### config.mk
export PLATFORM = sky130hd
export DESIGN_NAME = axi4_csr_bank
export DESIGN_NICKNAME = d
export VERILOG_FILES = /design/src/rtl/csr_bank_pkg.sv /design/src/rtl/csr_bank_reg.sv /design/src/rtl/axi4_csr_bank.sv
export SDC_FILE = /design/constraint.sdc
export NUM_CORES = 1
export LEC_CHECK = 0
export BUFFER_PORTS_ARGS = -buffer_cell sky130_fd_sc_hd__buf_4
export CORE_AREA = 2 2 372 374
export CTS_CLUSTER_DIAMETER = 80
export CTS_CLUSTER_SIZE = 24
export DETAILED_ROUTE_END_ITERATION = 12
export DIE_AREA = 0 0 374 376
export SYNTH_ARGS = -nofsm -noshare
export SYNTH_HDL_FRONTEND = slang
export SYNTH_HIERARCHICAL = 1
export SYNTH_SLANG_ARGS = --single-unit
### constraint.sdc
create_clock -name clk -period 10.7 [get_ports clk]
set_input_delay 1.605 -clock clk [delete_from_list [all_inputs] [get_ports clk]]
set_output_delay 1.605 -clock clk [all_outputs]
set_load 0.05 [all_outputs]
### src/rtl/csr_bank_pkg.sv
// Shared encodings for the AXI4 CSR bank: FSM states and AXI response codes.
package csr_bank_pkg;

    typedef enum logic [1:0] {
        W_IDLE = 2'd0,
        W_DATA = 2'd1,
        W_RESP = 2'd2
    } wr_state_t;

    typedef enum logic {
        R_IDLE = 1'b0,
        R_DATA = 1'b1
    } rd_state_t;

    localparam logic [1:0] RESP_OKAY   = 2'b00;
    localparam logic [1:0] RESP_SLVERR = 2'b10;
    localparam logic [1:0] RESP_DECERR = 2'b11;

endpackage

### src/rtl/csr_bank_reg.sv
// One CSR cell: byte-strobed RW, write-1-to-clear with hardware set, or read-only.
module csr_bank_reg
    import csr_bank_pkg::*;
#(
    parameter int DATA_W = 32,
    parameter bit RO     = 1'b0,
    parameter bit W1C    = 1'b0
) (
    input  logic                clk,
    input  logic                rst,
    input  logic                we_i,
    input  logic [DATA_W-1:0]   wdata_i,
    input  logic [DATA_W/8-1:0] wstrb_i,
    input  logic [DATA_W-1:0]   ro_val_i,
    input  logic [DATA_W-1:0]   hw_set_i,
    output logic [DATA_W-1:0]   q_o
);

    logic [DATA_W-1:0] q_q;
    logic [DATA_W-1:0] q_d;
    logic [DATA_W-1:0] bmask;

    always_comb begin
        bmask = '0;
        for (int j = 0; j < DATA_W/8; j++) begin
            bmask[j*8 +: 8] = {8{wstrb_i[j]}};
        end
    end

    // Hardware set is applied after the clear so a simultaneous set wins.
    always_comb begin
        q_d = q_q;
        if (RO) begin
            q_d = '0;
        end else if (W1C) begin
            if (we_i) q_d = q_q & ~(wdata_i & bmask);
            q_d = q_d | hw_set_i;
        end else if (we_i) begin
            q_d = (q_q & ~bmask) | (wdata_i & bmask);
        end
    end

    always_ff @(posedge clk or posedge rst) begin
        if (rst) q_q <= '0;
        else     q_q <= q_d;
    end

    assign q_o = RO ? ro_val_i : q_q;

endmodule

### src/rtl/axi4_csr_bank.sv
// AXI4 slave register bank with INCR bursts, RO and W1C registers.
module axi4_csr_bank
    import csr_bank_pkg::*;
#(
    parameter int                     ADDR_W           = 32,
    parameter logic [ADDR_W-1:0]      BASE_ADDR        = 32'h4000_0000,
    parameter int                     REG_NUM          = 8,
    parameter int                     DATA_W           = 32,
    parameter int                     MST_ID_W         = 5,
    parameter int                     TRANS_DATA_LEN_W = 8,
    parameter int                     TRANS_RESP_W     = 2,
    parameter logic [REG_NUM-1:0]     RO_MASK          = '0,
    parameter logic [REG_NUM-1:0]     W1C_MASK         = '0
) (
    input  logic                          clk,
    input  logic                          rst,
    input  logic [MST_ID_W-1:0]           m_awid_i,
    input  logic [ADDR_W-1:0]             m_awaddr_i,
    input  logic [TRANS_DATA_LEN_W-1:0]   m_awlen_i,
    input  logic                          m_awvalid_i,
    output logic                          m_awready_o,
    input  logic [DATA_W-1:0]             m_wdata_i,
    input  logic [DATA_W/8-1:0]           m_wstrb_i,
    input  logic                          m_wlast_i,
    input  logic                          m_wvalid_i,
    output logic                          m_wready_o,
    output logic [MST_ID_W-1:0]           m_bid_o,
    output logic [TRANS_RESP_W-1:0]       m_bresp_o,
    output logic                          m_bvalid_o,
    input  logic                          m_bready_i,
    input  logic [MST_ID_W-1:0]           m_arid_i,
    input  logic [ADDR_W-1:0]             m_araddr_i,
    input  logic [TRANS_DATA_LEN_W-1:0]   m_arlen_i,
    input  logic                          m_arvalid_i,
    output logic                          m_arready_o,
    output logic [MST_ID_W-1:0]           m_rid_o,
    output logic [DATA_W-1:0]             m_rdata_o,
    output logic [TRANS_RESP_W-1:0]       m_rresp_o,
    output logic                          m_rlast_o,
    output logic                          m_rvalid_o,
    input  logic                          m_rready_i,
    output logic [REG_NUM*DATA_W-1:0]     reg_o,
    input  logic [REG_NUM*DATA_W-1:0]     ro_val_i,
    input  logic [REG_NUM*DATA_W-1:0]     hw_set_i,
    output logic [REG_NUM-1:0]            wr_pulse_o
);

    localparam int OFFSET  = DATA_W / 8;
    localparam int OFF_LSB = $clog2(OFFSET);
    localparam int IDX_W   = $clog2(REG_NUM);
    localparam int LEN_W   = TRANS_DATA_LEN_W;
    localparam logic [ADDR_W-1:0] WIN  = ADDR_W'(REG_NUM * OFFSET);
    localparam logic [ADDR_W-1:0] STEP = ADDR_W'(OFFSET);

    function automatic logic hit(input logic [ADDR_W-1:0] a);
        logic [ADDR_W-1:0] off;
        off = a - BASE_ADDR;
        return (a >= BASE_ADDR) && (off < WIN) && (off[OFF_LSB-1:0] == '0);
    endfunction

    function automatic logic [IDX_W-1:0] idx(input logic [ADDR_W-1:0] a);
        logic [ADDR_W-1:0] off;
        off = a - BASE_ADDR;
        return off[OFF_LSB +: IDX_W];
    endfunction

    logic [DATA_W-1:0] regs [REG_NUM];
    logic [REG_NUM-1:0] ro_m;
    assign ro_m = RO_MASK;

    // ---------------- write path ----------------
    wr_state_t           w_state_q, w_state_d;
    logic [MST_ID_W-1:0] awid_q;
    logic [ADDR_W-1:0]   waddr_q;
    logic [LEN_W-1:0]    wlen_q, wcnt_q;
    logic [1:0]          bresp_q, beat_resp;
    logic [REG_NUM-1:0]  we, wr_pulse_q;
    logic                aw_hs, w_hs, w_hit, w_last;
    logic [IDX_W-1:0]    w_idx;

    assign m_awready_o = (w_state_q == W_IDLE);
    assign m_wready_o  = (w_state_q == W_DATA);
    assign m_bvalid_o  = (w_state_q == W_RESP);
    assign m_bid_o     = awid_q;
    assign m_bresp_o   = TRANS_RESP_W'(bresp_q);
    assign wr_pulse_o  = wr_pulse_q;

    assign aw_hs  = m_awvalid_i & m_awready_o;
    assign w_hs   = m_wvalid_i & m_wready_o;
    assign w_hit  = hit(waddr_q);
    assign w_idx  = idx(waddr_q);
    assign w_last = (wcnt_q == wlen_q);

    always_comb begin
        w_state_d = w_state_q;
        beat_resp = RESP_OKAY;
        we        = '0;
        if (!w_hit) begin
            beat_resp = RESP_DECERR;
        end else if (ro_m[w_idx] || (m_wlast_i != w_last)) begin
            beat_resp = RESP_SLVERR;
        end
        if (w_hs && w_hit && !ro_m[w_idx]) we[w_idx] = 1'b1;
        unique case (w_state_q)
            W_IDLE:  if (aw_hs) w_state_d = W_DATA;
            W_DATA:  if (w_hs && w_last) w_state_d = W_RESP;
            W_RESP:  if (m_bready_i) w_state_d = W_IDLE;
            default: w_state_d = W_IDLE;
        endcase
    end

    // Response codes are ordered so the numerically larger one has priority.
    always_ff @(posedge clk or posedge rst) begin
        if (rst) begin
            w_state_q  <= W_IDLE;
            awid_q     <= '0;
            waddr_q    <= '0;
            wlen_q     <= '0;
            wcnt_q     <= '0;
            bresp_q    <= RESP_OKAY;
            wr_pulse_q <= '0;
        end else begin
            w_state_q  <= w_state_d;
            wr_pulse_q <= we;
            if (aw_hs) begin
                awid_q  <= m_awid_i;
                waddr_q <= m_awaddr_i;
                wlen_q  <= m_awlen_i;
                wcnt_q  <= '0;
                bresp_q <= RESP_OKAY;
            end else if (w_hs) begin
                waddr_q <= waddr_q + STEP;
                wcnt_q  <= wcnt_q + 1'b1;
                if (beat_resp > bresp_q) bresp_q <= beat_resp;
            end
        end
    end

    for (genvar i = 0; i < REG_NUM; i++) begin : g_reg
        csr_bank_reg #(
            .DATA_W (DATA_W),
            .RO     (RO_MASK[i]),
            .W1C    (W1C_MASK[i])
        ) u_reg (
            .clk      (clk),
            .rst      (rst),
            .we_i     (we[i]),
            .wdata_i  (m_wdata_i),
            .wstrb_i  (m_wstrb_i),
            .ro_val_i (ro_val_i[i*DATA_W +: DATA_W]),
            .hw_set_i (hw_set_i[i*DATA_W +: DATA_W]),
            .q_o      (regs[i])
        );
        assign reg_o[i*DATA_W +: DATA_W] = regs[i];
    end

    // ---------------- read path ----------------
    rd_state_t           r_state_q, r_state_d;
    logic [MST_ID_W-1:0] rid_q;
    logic [ADDR_W-1:0]   raddr_q, ld_addr;
    logic [LEN_W-1:0]    rlen_q, rcnt_q;
    logic [DATA_W-1:0]   rdata_q, ld_data;
    logic [1:0]          rresp_q, ld_resp;
    logic                ar_hs, r_hs, r_last, ld_hit;

    assign m_arready_o = (r_state_q == R_IDLE);
    assign m_rvalid_o  = (r_state_q == R_DATA);
    assign m_rlast_o   = m_rvalid_o & r_last;
    assign m_rid_o     = rid_q;
    assign m_rdata_o   = rdata_q;
    assign m_rresp_o   = TRANS_RESP_W'(rresp_q);

    assign ar_hs  = m_arvalid_i & m_arready_o;
    assign r_hs   = m_rvalid_o & m_rready_i;
    assign r_last = (rcnt_q == rlen_q);

    // One decoder serves both the first beat and every following beat.
    always_comb begin
        ld_addr = (r_state_q == R_IDLE) ? m_araddr_i : raddr_q + STEP;
        ld_hit  = hit(ld_addr);
        ld_data = ld_hit ? regs[idx(ld_addr)] : '0;
        ld_resp = ld_hit ? RESP_OKAY : RESP_DECERR;
    end

    always_comb begin
        r_state_d = r_state_q;
        unique case (r_state_q)
            R_IDLE:  if (ar_hs) r_state_d = R_DATA;
            R_DATA:  if (r_hs && r_last) r_state_d = R_IDLE;
            default: r_state_d = R_IDLE;
        endcase
    end

    always_ff @(posedge clk or posedge rst) begin
        if (rst) begin
            r_state_q <= R_IDLE;
            rid_q     <= '0;
            raddr_q   <= '0;
            rlen_q    <= '0;
            rcnt_q    <= '0;
            rdata_q   <= '0;
            rresp_q   <= RESP_OKAY;
        end else begin
            r_state_q <= r_state_d;
            if (ar_hs) begin
                rid_q   <= m_arid_i;
                raddr_q <= m_araddr_i;
                rlen_q  <= m_arlen_i;
                rcnt_q  <= '0;
                rdata_q <= ld_data;
                rresp_q <= ld_resp;
            end else if (r_hs && !r_last) begin
                raddr_q <= ld_addr;
                rcnt_q  <= rcnt_q + 1'b1;
                rdata_q <= ld_data;
                rresp_q <= ld_resp;
            end
        end
    end

endmodule
==> Word-level counts from Yosys, hierarchy flattened <==
Memory sizes are Yosys's and may differ from the RTL's.
Cells that the tools add are included.
{ "op_classes": {"n_mux": 34, "n_eq_ne": 8, "bitwise_logic": 25, "n_reduce_logical": 21, "n_addsub": 6, "magnitude_cmp": 8} }
{ "op_table": {"columns": ["operator", "n"], "rows": [
  ["32-bit two-way mux", 10],
  ["32-bit bitwise AND", 9],
  ["32-bit bitwise OR", 8],
  ["32-bit binary-select mux with 3-bit select", 1],
  ["32-bit by 3-bit adder with 32-bit output, second input constant", 2],
  ["32-bit by 31-bit greater-or-equal comparator with 1-bit output, second input constant", 2],
  ["32-bit by 6-bit < comparator with 1-bit output, second input constant", 2],
  ["32-bit by 31-bit subtractor with 32-bit output, second input constant", 2],
  ["8-bit two-way mux", 5],
  ["32-bit inverter", 1],
  ["2-bit two-way mux", 11],
  ["8-bit by 1-bit adder with 8-bit output, second input constant", 2],
  ["8-bit == test", 2],
  ["1-bit logical AND", 10],
  ["2-bit zero test", 3],
  ["2-bit by 1-bit inequality test with 1-bit output, second input constant", 3],
  ["2-bit case mux with 3 select lines", 1],
  ["2-bit nonzero test", 3],
  ["1-bit bitwise AND", 5],
  ["4-bit greater-or-equal comparator, second input constant", 1],
  ["3-bit by 4-bit < comparator with 1-bit output, second input constant", 1],
  ["1-bit two-way mux", 4],
  ["3-bit inverter with 4-bit output", 1],
  ["1-bit demux with 3-bit select", 1],
  ["other kinds (11)", 12]
]} }
{ "word_totals": {"out_inout_bits": 316, "mem_count": 1, "ff_bits": 409, "romBits": 8, "word_cells": 125, "inputBits": 646} }
{ "memory_table": {"columns": ["memory", "depth", "word_bits", "rd", "rd_clocked_by_memory_dff", "write_ports", "line_no", "rtl"], "rows": [
  ["(no name shown)", 8, 1, 1, 0, 0, "axi4_csr_bank.sv:103", "if (w_hs && w_hit && !ro_m[w_idx]) we[w_idx] = 1'b1;"]
]} }

==> Logic depth before layout (Yosys ltp) <==
Gate-level depths: netlist (run 1).
{ "logic_depth": {"ltp_word": 10, "depth_mapped": 11, "ltp_nobuf": 11} }

==> Hierarchy <==
The synthesis (run 1) kept the hierarchy.
{ "by_module_without_submodules": {"columns": ["mod", "n_inst", "seq_area_each_um2", "area_each_um2", "cells_per_inst"], "rows": [
  ["axi4_csr_bank", 1, 3803.6, 10141.0, 1007],
  ["csr_bank_reg", 8, 800.8, 1189.9, 69]
]} }

==> Worst setup path before layout (run 1) <==
OpenSTA, ideal clock, no wires.
{ "synth_timing": {"kind": "register to output", "startpoint": "register r_state_q, in the netlist m_rvalid_o", "endpoint": "output port m_rlast_o", "slack_ps": 6407, "path_buffers": 3, "stages_incl_launch_ff": 6, "required_time_ps": 9095, "t_arrival_ps": 2688, "path_cell_list": "dfrtp_1 -> clkbuf_8 -> inv_1 -> buf_6 -> clkbuf_1 -> nor3_1"} }
{ "synth_between": {"elab_chain_len": 1} }
{ "synth_lines": {"columns": ["element", "line_no", "rtl"], "rows": [
  ["from (decl)", "axi4_csr_bank.sv:158", "rd_state_t r_state_q, r_state_d;"],
  ["from (signal assigned)", "axi4_csr_bank.sv:204", "r_state_q <= r_state_d;"],
  ["1-bit bitwise AND", "axi4_csr_bank.sv:168", "assign m_rlast_o = m_rvalid_o & r_last;"],
  ["to (decl)", "axi4_csr_bank.sv:39", "output logic m_rlast_o,"]
]} }
Every way passes these cells.

==> flow_summary.toml, run 1 <==
[logic_synthesis]
syn_inst = 1559
ys_async_sr_fraction_pct = 100
ys.flop_type = "dfrtp_1"
syn_nets = 2211
ys_seq_elements = 408
yosys-top-cells-area = "dfrtp_1 (52%), mux2_2 (16%), mux4_2 (5.2%)"
yosysSeqAreaShare_pct = 51.9
synth_cell_types = 70
yosys-top-cells-count = "dfrtp_1 (408), mux2_2 (272), nand2_1 (178)"
synth.top_cell.area_share_pct = 51.9
syn_area_per_cell_sq_um = 12.6
yosysWarnings = 6
synth_area_sq_um = 19700
synth_largest_area_cell = "dfrtp_1"
yosysMostFrequentCell = "dfrtp_1"
synth_edf_count = 0

[power]
leakage_nw = 12.3
power_mw = 4.76
pwr_density_cell_nw_per_um2 = 181
irDropWorstVdd_mv = 0.178

[finish]
final_core_util_pct = 19.2
fillerInstances = 14900
finalInstanceArea_sq_um = 26300
fin_cells = 3820
fin_nets = 2640
syn2layout_area_growth_pct = 33.7
drive_gt1_share_pct = 46.9

[timing]
fin_ws_ns = 6.34
setup_tns_ns = 0
period_needed_ns = 4.36
rsz0062_at_grt = "false"
hold_viol = 0
holdWs_ns = 0.482
worst_slew_pin_slew_ns = 1.10
setup_violations = 0
fin_skew_ns = 0.0351
relSlewSlack_pct = 26.3
slew_viol_final = 0
finalCritPeriodShare_pct = 40.8
fmax_ghz = 0.229

[job]
drv_cap = 0

[global_route]
grt_pass1_vias = 15300
grtUsageTotal_pct = 11.6
grt_first_pass_wirelength_microns = 118000
antenna_found_initial = 16
grt_max_degree = 100
grt.overflow.total = 0

[clocking]
cts_buffer_depth = 3
clk_latency_ns = 0.66
ctsResizeCount = 0
cts_setup_buffers = 0
cts_hold_buffers = 0
ctsRootBufferMaster = "clkbuf_16"
htreeDepth = 1
cts.clk_slew.worst_paths_ns = 0.09
numCtsBuffers = 31
cts_tree = "yes"
cts.sinks = 408

[floorplanning]
num_rows = 136
fp.coreArea_sq_um = 137000
die_w_microns = 374
die-area_sq_um = 141000
start_util_pct = 14.4
die_y_microns = 376
io_pins = 962

[routing]
wl_per_cell_microns = 22.1
drtIter0Drc = 942
vias = 14900
routed_via_density = 3.90
drt_first_pass_iters = 5
drt-total-wl_microns = 84200
drc = 0
drtAntennaViolNets = 0

[critical_path]
path_cells = "nor4_1 > nand4_1 > nor2_1 > nand2_1 > nor2_1 > nand2_2 > mux2_2"
cp.required_ns = 11.22
cp_max_fo = 8
cpMaxStageDelayCell = "nor4_1"
slowest_delay_ns = 0.75
cp_common_cell = "nor2_1"
cp-end-kind = "flop"
reg2regPathDepth = 7
crit_start = "waddr_q[13]"
critPathBufInv = 0
cp_num_cells = 7
critPathKind = "flop to flop"
timing.rr.start = "waddr_q[13]"
crit_arrival_ns = 4.89
r2r_slack_ns = 6.34
cp_top_family = "simple AND/OR/NAND/NOR gates"
cp-start-kind = "flop"

[status]
outcome = "completed"

[min_path]
hold_path.class = "flop to flop"

[place]
dp_slack_ns = 6.35
dp_cells = 3749
gp_congestion = 0.811
placed_area_sq_um = 25100
dp_hpwl_microns = 63000
io_buffers = 449
-- cell families after synthesis --
family / Yosys count / synth area share, %
flip-flops: 408 / 51.9
XOR/XNOR: 64 / 2.85
adder cells (fa/ha/maj): 6 / 0.382
buffers and inverters: 92 / 2.55
multiplexers: 373 / 25.2
AO/OA/AOI/OAI: 192 / 6.47
AND/OR/NAND/NOR: 424 / 10.7
-- cells in the final DEF (no fill, tap or decap), drive strengths merged, types with 14 or more instances in the layout --
cell	synthesis	routed
xor2	33	33
dfrtp	408	408
mux4	64	64
mux2	272	272
nor4	14	14
nand3	31	31
inv	18	26
a21oi	51	51
mux2i	37	37
o21ai	79	79
xnor2	31	31
buf	26	470
clkbuf	48	34
nand4	29	29
nand2	210	210
nor2	60	60
o22ai	14	14
diode	0	15
-- report_power, final --
part           internal [mW]  switching, mW  leakage, nW
clock                  0.633          0.725        0.551
sequential              1.73          0.259         5.51
combinational          0.554          0.859         6.22
-- worst min-delay path by stage --
stage | startpoint | depth (start not counted) | end
5_1_grt | waddr_q[1] | 2 | waddr_q[1]
3_3_place_gp | m_rdata_o[26] | 2 | m_rdata_o[26]
3_5_place_dp | waddr_q[1] | 2 | waddr_q[1]
2_1_floorplan | waddr_q[1] | 2 | waddr_q[1]
4_1_cts | waddr_q[1] | 2 | waddr_q[1]
6_report | waddr_q[1] | 2 | waddr_q[1]
-- per-layer routing --
| layer | global-route usage (%) | wire [microns] | vias up |
|---|---|---|---|
| li1 | - | - | 6573 |
| met1 | 16.7 | 40800 | 7647 |
| met2 | 17.0 | 35100 | 581 |
| met3 | 3.28 | 6620 | 80 |
| met4 | 2.84 | 1720 | 2 |
| met5 | 0 | 16 | - |
-- final cells by class --
| type | instances | area (sq um) | area share (%) |
|---|---|---|---|
| flip-flops and latches | 408 | 10200 | 38.8 |
| multi-input cells | 1059 | 9020 | 34.3 |
| repair buffers | 470 | 3530 | 13.4 |
| well taps | 1794 | 2240 | 8.54 |
| clock buffers | 34 | 787 | 2.99 |
| clock inverters | 22 | 384 | 1.46 |
| inverters | 18 | 75.1 | 0.286 |
| diodes | 15 | 37.5 | 0.143 |
-- worst min-delay path, cell delays in order, from the launching register on --
cell and delay (ns):
dfrtp_1 0.35, nand2_1 0.05, nand2_1 0.05
No activity file was read; power rests on OpenSTA's default activity.
==> run 2, diff against run 1 <==
Clock period 10.7 ns to 3.67 ns, I/O delays scaled along.
==> run 2 against run 1 <==
  * Sequential power increased to 2.9 times the previous value
  * Global-route usage increased by 0.49 points
  * Core utilization increased by 0.56 points
  * Register-to-register slack got worse by 6.1 ns
  * Sequential share of layout area decreased by 1.1 points
  * Power increased to 3.1 times the previous value
  * Clock skew increased by 0.021 ns
  * Combinational power increased to 3.1 times the previous value
  * Die area unchanged
  * Clock power increased to 3.3 times the previous value
  * Sequential cell count unchanged
  * Wire length increased by 3.5%
  * Largest cell class unchanged
  * Highest routed layer is now met4
==> flow_summary.toml, run 2 (synthesis gave the netlist of run 1 again) <==
[critical_path]
cp_max_fo = 20
slowest_delay_ns = 0.74
cp_common_cell = "nand4_4"
path_cells = "nand4_4 > or4_1 > o311a_1 > a221o_1 > a2111oi_4 > nand4_4 > buf_4 > o21ai_0"
r2r_slack_ns = 0.25
cp.required_ns = 4.20
timing.rr.start = "raddr_q[8]"
cp-start-kind = "flop"
cp-end-kind = "flop"
rr_endpoint = "m_rdata_o[20]"
crit_arrival_ns = 3.96
cp_top_family = "compound AO/OA/AOI/OAI gates"
critPathKind = "flop to flop"
cpMaxStageDelayCell = "or4_1"
critPathBufInv = 1
reg2regPathDepth = 8

[power]
leakage_nw = 12.7
irDropWorstVdd_mv = 0.543
pwr_density_cell_nw_per_um2 = 542
power_mw = 14.7

[timing]
rsz0062_at_grt = "false"
relSlewSlack_pct = 37.3
fin_skew_ns = 0.0565
setup_violations = 0
fmax_ghz = 0.292
hold_viol = 0
setup_tns_ns = 0
period_needed_ns = 3.42
finalCritPeriodShare_pct = 93.3
worst_slew_pin_slew_ns = 0.939
slew_viol_final = 0

[routing]
drc = 0
wl_per_cell_microns = 22.6
drtAntennaViolNets = 0
vias = 15200
drt_first_pass_iters = 5
drt-total-wl_microns = 87200
routed_via_density = 3.93
drtIter0Drc = 963

[place]
gp_congestion = 0.834
dp_hpwl_microns = 66100
io_buffers = 449

[job]
drv_cap = 0

[clocking]
cts_hold_buffers = 1
cts.clk_slew.worst_paths_ns = 0.09
cts_setup_buffers = 0
ctsRootBufferMaster = "clkbuf_16"
numCtsBuffers = 36
cts_tree = "yes"
htreeDepth = 2
clk_latency_ns = 0.63
cts.sinks = 408
cts_buffer_depth = 3
ctsResizeCount = 0

[global_route]
grt_pass1_vias = 15400
grt_first_pass_wirelength_microns = 121000
antenna_found_initial = 10
grtUsageTotal_pct = 12.1
grt_max_degree = 82
grt.overflow.total = 0

[floorplanning]
die-area_sq_um = 141000
die_w_microns = 374
num_rows = 136
io_pins = 962
die_y_microns = 376
fp.coreArea_sq_um = 137000
start_util_pct = 14.4

[min_path]
hold_path.class = "input pin to flop"
whs_path_depth = 3
hold_path_end = "wlen_q[7]"
min_from = "m_awlen_i[7]"

[finish]
mostFrequentLayoutCell = "buf_4"
fin_nets = 2690
fillerInstances = 14900
seq_area_sq_um = 10200
drive_gt1_share_pct = 48.4
layout_common_cells = "buf_4 (497), dfrtp_1 (407), mux2_2 (272), nand2_1 (178), nor2_1 (59)"
syn2layout_area_growth_pct = 37.6
multi_input_area_sq_um = 9020

[status]
outcome = "completed"
-- run 2: cell count changes in the layout (fill, tap and decap cells not counted), moves of 2 or more --
cell	before	now
buf_12	0	17
buf_4	470	497
clkbuf_1	3	1
clkbuf_16	31	37
diode_2	15	5
inv_12	0	3
inv_16	4	7
inv_8	3	1
-- run 2: report_power, final --
group / switching, mW / internal (mW) / total, mW
clock: 2.32 / 2.18 / 4.49
sequential: 0.727 / 5.03 / 5.76
combinational: 2.63 / 1.77 / 4.40
total: 5.67 / 8.98 / 14.7
-- run 2: final cells by class --
class                           instances  area share (%)
Multi-Input combinational cell       1059            33.4
Clock buffer                           39            3.49
Clock inverter                         26            1.74
Tap cell                             1794            8.30
Sequential cell                       408            37.7
Timing Repair Buffer                  515            15.1
Antenna cell                            5          0.0462
Inverter                               18           0.264
-- run 2: worst min-delay path, delay by kind of cell --
kind	cells	cell delay, ns
buffers and inverters	1	0.08
AND/OR/NAND/NOR	2	0.08
-- run 2: worst max-delay path by stage --
stage	slack [ns]	to	from	cells after the start
final	0.25	m_rdata_o[20]	raddr_q[8]	8
after global routing	0.05	m_rdata_o[22]	raddr_q[2]	9
after CTS	0.23	m_rdata_o[22]	raddr_q[4]	8
after detailed placement	0.21	m_rdata_o[20]	raddr_q[5]	8
after global placement	0.22	m_rdata_o[20]	raddr_q[5]	8
after floorplan	0.28	m_rdata_o[2]	m_rvalid_o	11
-- run 2: metal layers --
metal  GRT usage [%]  up-vias  wire, microns
met2            17.2      603          35500
li1                -     6679              -
met5               0        -              0
met3            3.99       86           7390
met1            17.4     7829          42400
met4            3.09        0           1880
-- run 2: metrics by stage --
step / worst slack, ns / util [%] / cells / cell area (sq um) / hold slack (ns)
2_1_floorplan: 0.285 / - / 1559 / 19700 / 0.447
5_1_grt: 0.0542 / 19.8 / 3860 / 27000 / 0.0704
3_3_place_gp: 0.219 / 18.8 / 3793 / 25600 / 0.465
3_5_place_dp: 0.209 / 18.8 / 3793 / 25600 / 0.468
6_report: 0.246 / 19.8 / 3864 / 27100 / 0.112
4_1_cts: 0.227 / 19.8 / 3859 / 27000 / 0.0268
==> run 3, diff against run 2 <==
Settings changed: CORE_AREA 2 2 372 374 to 2 2 378 380, CTS_BUF_LIST set to sky130_fd_sc_hd__clkbuf_4, DIE_AREA 0 0 374 376 to 0 0 380 382.
==> run 3 against run 2 <==
  * Sequential share of layout area shrank 0.85 points
  * Critical path depth is the same
  * Final cell count grew 5.9%
  * Clock-buffer cell count shrank 2
  * Design area grew 2.3%
  * Power shrank 8.8%
  * Combinational power grew 3%
  * Highest routed layer is now met5
==> flow_summary.toml, run 3 (synthesis gave the netlist of run 1 again) <==
[job]
drv_cap = 0

[floorplanning]
die-area_sq_um = 145000
die_w_microns = 380
start_util_pct = 14.0
fp.coreArea_sq_um = 141000
die_y_microns = 382
num_rows = 138
io_pins = 962

[finish]
drive_gt1_share_pct = 46.0
syn2layout_area_growth_pct = 40.8
layout_common_cells = "buf_4 (515), dfrtp_1 (407), mux2_2 (272), nand2_1 (178), dlygate4sd3_1 (119)"
fin_cells = 4093
mostFrequentLayoutCell = "buf_4"
fin_nets = 2818
finalInstanceArea_sq_um = 27700

[routing]
vias = 15700
drt-total-wl_microns = 87200
drtAntennaViolNets = 0
drtIter0Drc = 754
routed_via_density = 3.84
drt_first_pass_iters = 4
wl_per_cell_microns = 21.3
drc = 0

[critical_path]
cp-end-kind = "flop"
cpMaxStageDelayCell = "or4b_2"
cp-start-kind = "flop"
crit_arrival_ns = 4.13
cp_top_family = "simple AND/OR/NAND/NOR gates"
cp.required_ns = 4.49
critPathBufInv = 1
path_cells = "nand3_1 > or2_2 > or4b_2 > a211oi_1 > and4_2 > nand4_4 > buf_12 > o21ai_0"
slowest_delay_ns = 0.68
cp_max_fo = 27
critPathKind = "flop to flop"

[clocking]
cts.clk_slew.worst_paths_ns = 0.22
cts_buffer_depth = 3
ctsResizeCount = 0
cts.sinks = 408
numCtsBuffers = 36
cts_hold_buffers = 119
cts_tree = "yes"
clk_latency_ns = 0.94
cts_setup_buffers = 0
htreeDepth = 2
ctsRootBufferMaster = "clkbuf_4"

[global_route]
grt_pass1_vias = 16500
antenna_found_initial = 10
grt_first_pass_wirelength_microns = 123000
grt.overflow.total = 0
grtUsageTotal_pct = 11.7
grt_max_degree = 93

[power]
pwr_density_cell_nw_per_um2 = 483
irDropWorstVdd_mv = 0.517
leakage_nw = 12.9

[timing]
fin_skew_ns = 0.150
slew_viol_final = 0
finalCritPeriodShare_pct = 90.3
rsz0062_at_grt = "false"
setup_tns_ns = 0
worst_slew_pin_slew_ns = 1.09
fmax_ghz = 0.302
period_needed_ns = 3.31
setup_violations = 0
fin_ws_ns = 0.356
hold_viol = 0
relSlewSlack_pct = 27.5

[status]
outcome = "completed"

[min_path]
hold_path.class = "input pin to flop"

[place]
dp_slack_ns = 0.406
dp_hpwl_microns = 66400
placed_area_sq_um = 25700
dp_cells = 3899
gp_congestion = 0.824
io_buffers = 449
## run 3: worst reg2reg max path, cell delays in order (launching register included)
cell and delay, ns:
dfrtp_1 0.54, nand3_1 0.31, or2_2 0.42, or4b_2 0.68, a211oi_1 0.32, and4_2 0.31
nand4_4 0.15, buf_12 0.20, o21ai_0 0.38
## run 3: where the power goes
group          switching (mW)  internal [mW]  total (mW)
sequential              0.749           5.03        5.78
combinational            2.66           1.89        4.54
clock                    2.10          0.946        3.04
total                    5.50           7.87        13.4
## run 3: metrics by stage
step | util (%) | hold slack (ns) | power, mW
2_1_floorplan | - | 0.447 | 8.68
3_3_place_gp | 18.3 | 0.463 | 10.3
3_5_place_dp | 18.3 | 0.468 | 10.3
4_1_cts | 19.6 | 0.0162 | 13.5
5_1_grt | 19.6 | 0.0612 | 14.1
6_report | 19.6 | 0.148 | 13.4
## run 3: final timing paths
path / startpoint / end / slack [ns] / depth (start not counted)
min in group asynchronous: rst / async pin / 0.26 / 3
max reg2reg: raddr_q[5] / m_rdata_o[20] / 0.36 / 8
max: raddr_q[5] / m_rdata_o[20] / 0.36 / 8
max in group asynchronous: rst / async pin / 2.23 / 4
min reg2reg: m_rdata_o[27] / m_rdata_o[27] / 0.50 / 2
min: m_araddr_i[22] / raddr_q[22] / 0.15 / 4
## run 3: metal layers
layer / wire length (microns) / GRT usage [%]
met3: 8850 / 4.42
met2: 38900 / 18.5
met4: 2670 / 3.83
met5: 26 / 0
met1: 36800 / 14.6
## run 3: layout make-up
type / instances / area (sq um)
clock inverters: 29 / 474
well taps: 1890 / 2360
multi-input cells: 1059 / 9020
clock buffers: 37 / 278
inverters: 18 / 71.3
diodes: 9 / 22.5
repair buffers: 643 / 5240
fillers: 15500 / 113000
flip-flops and latches: 408 / 10200
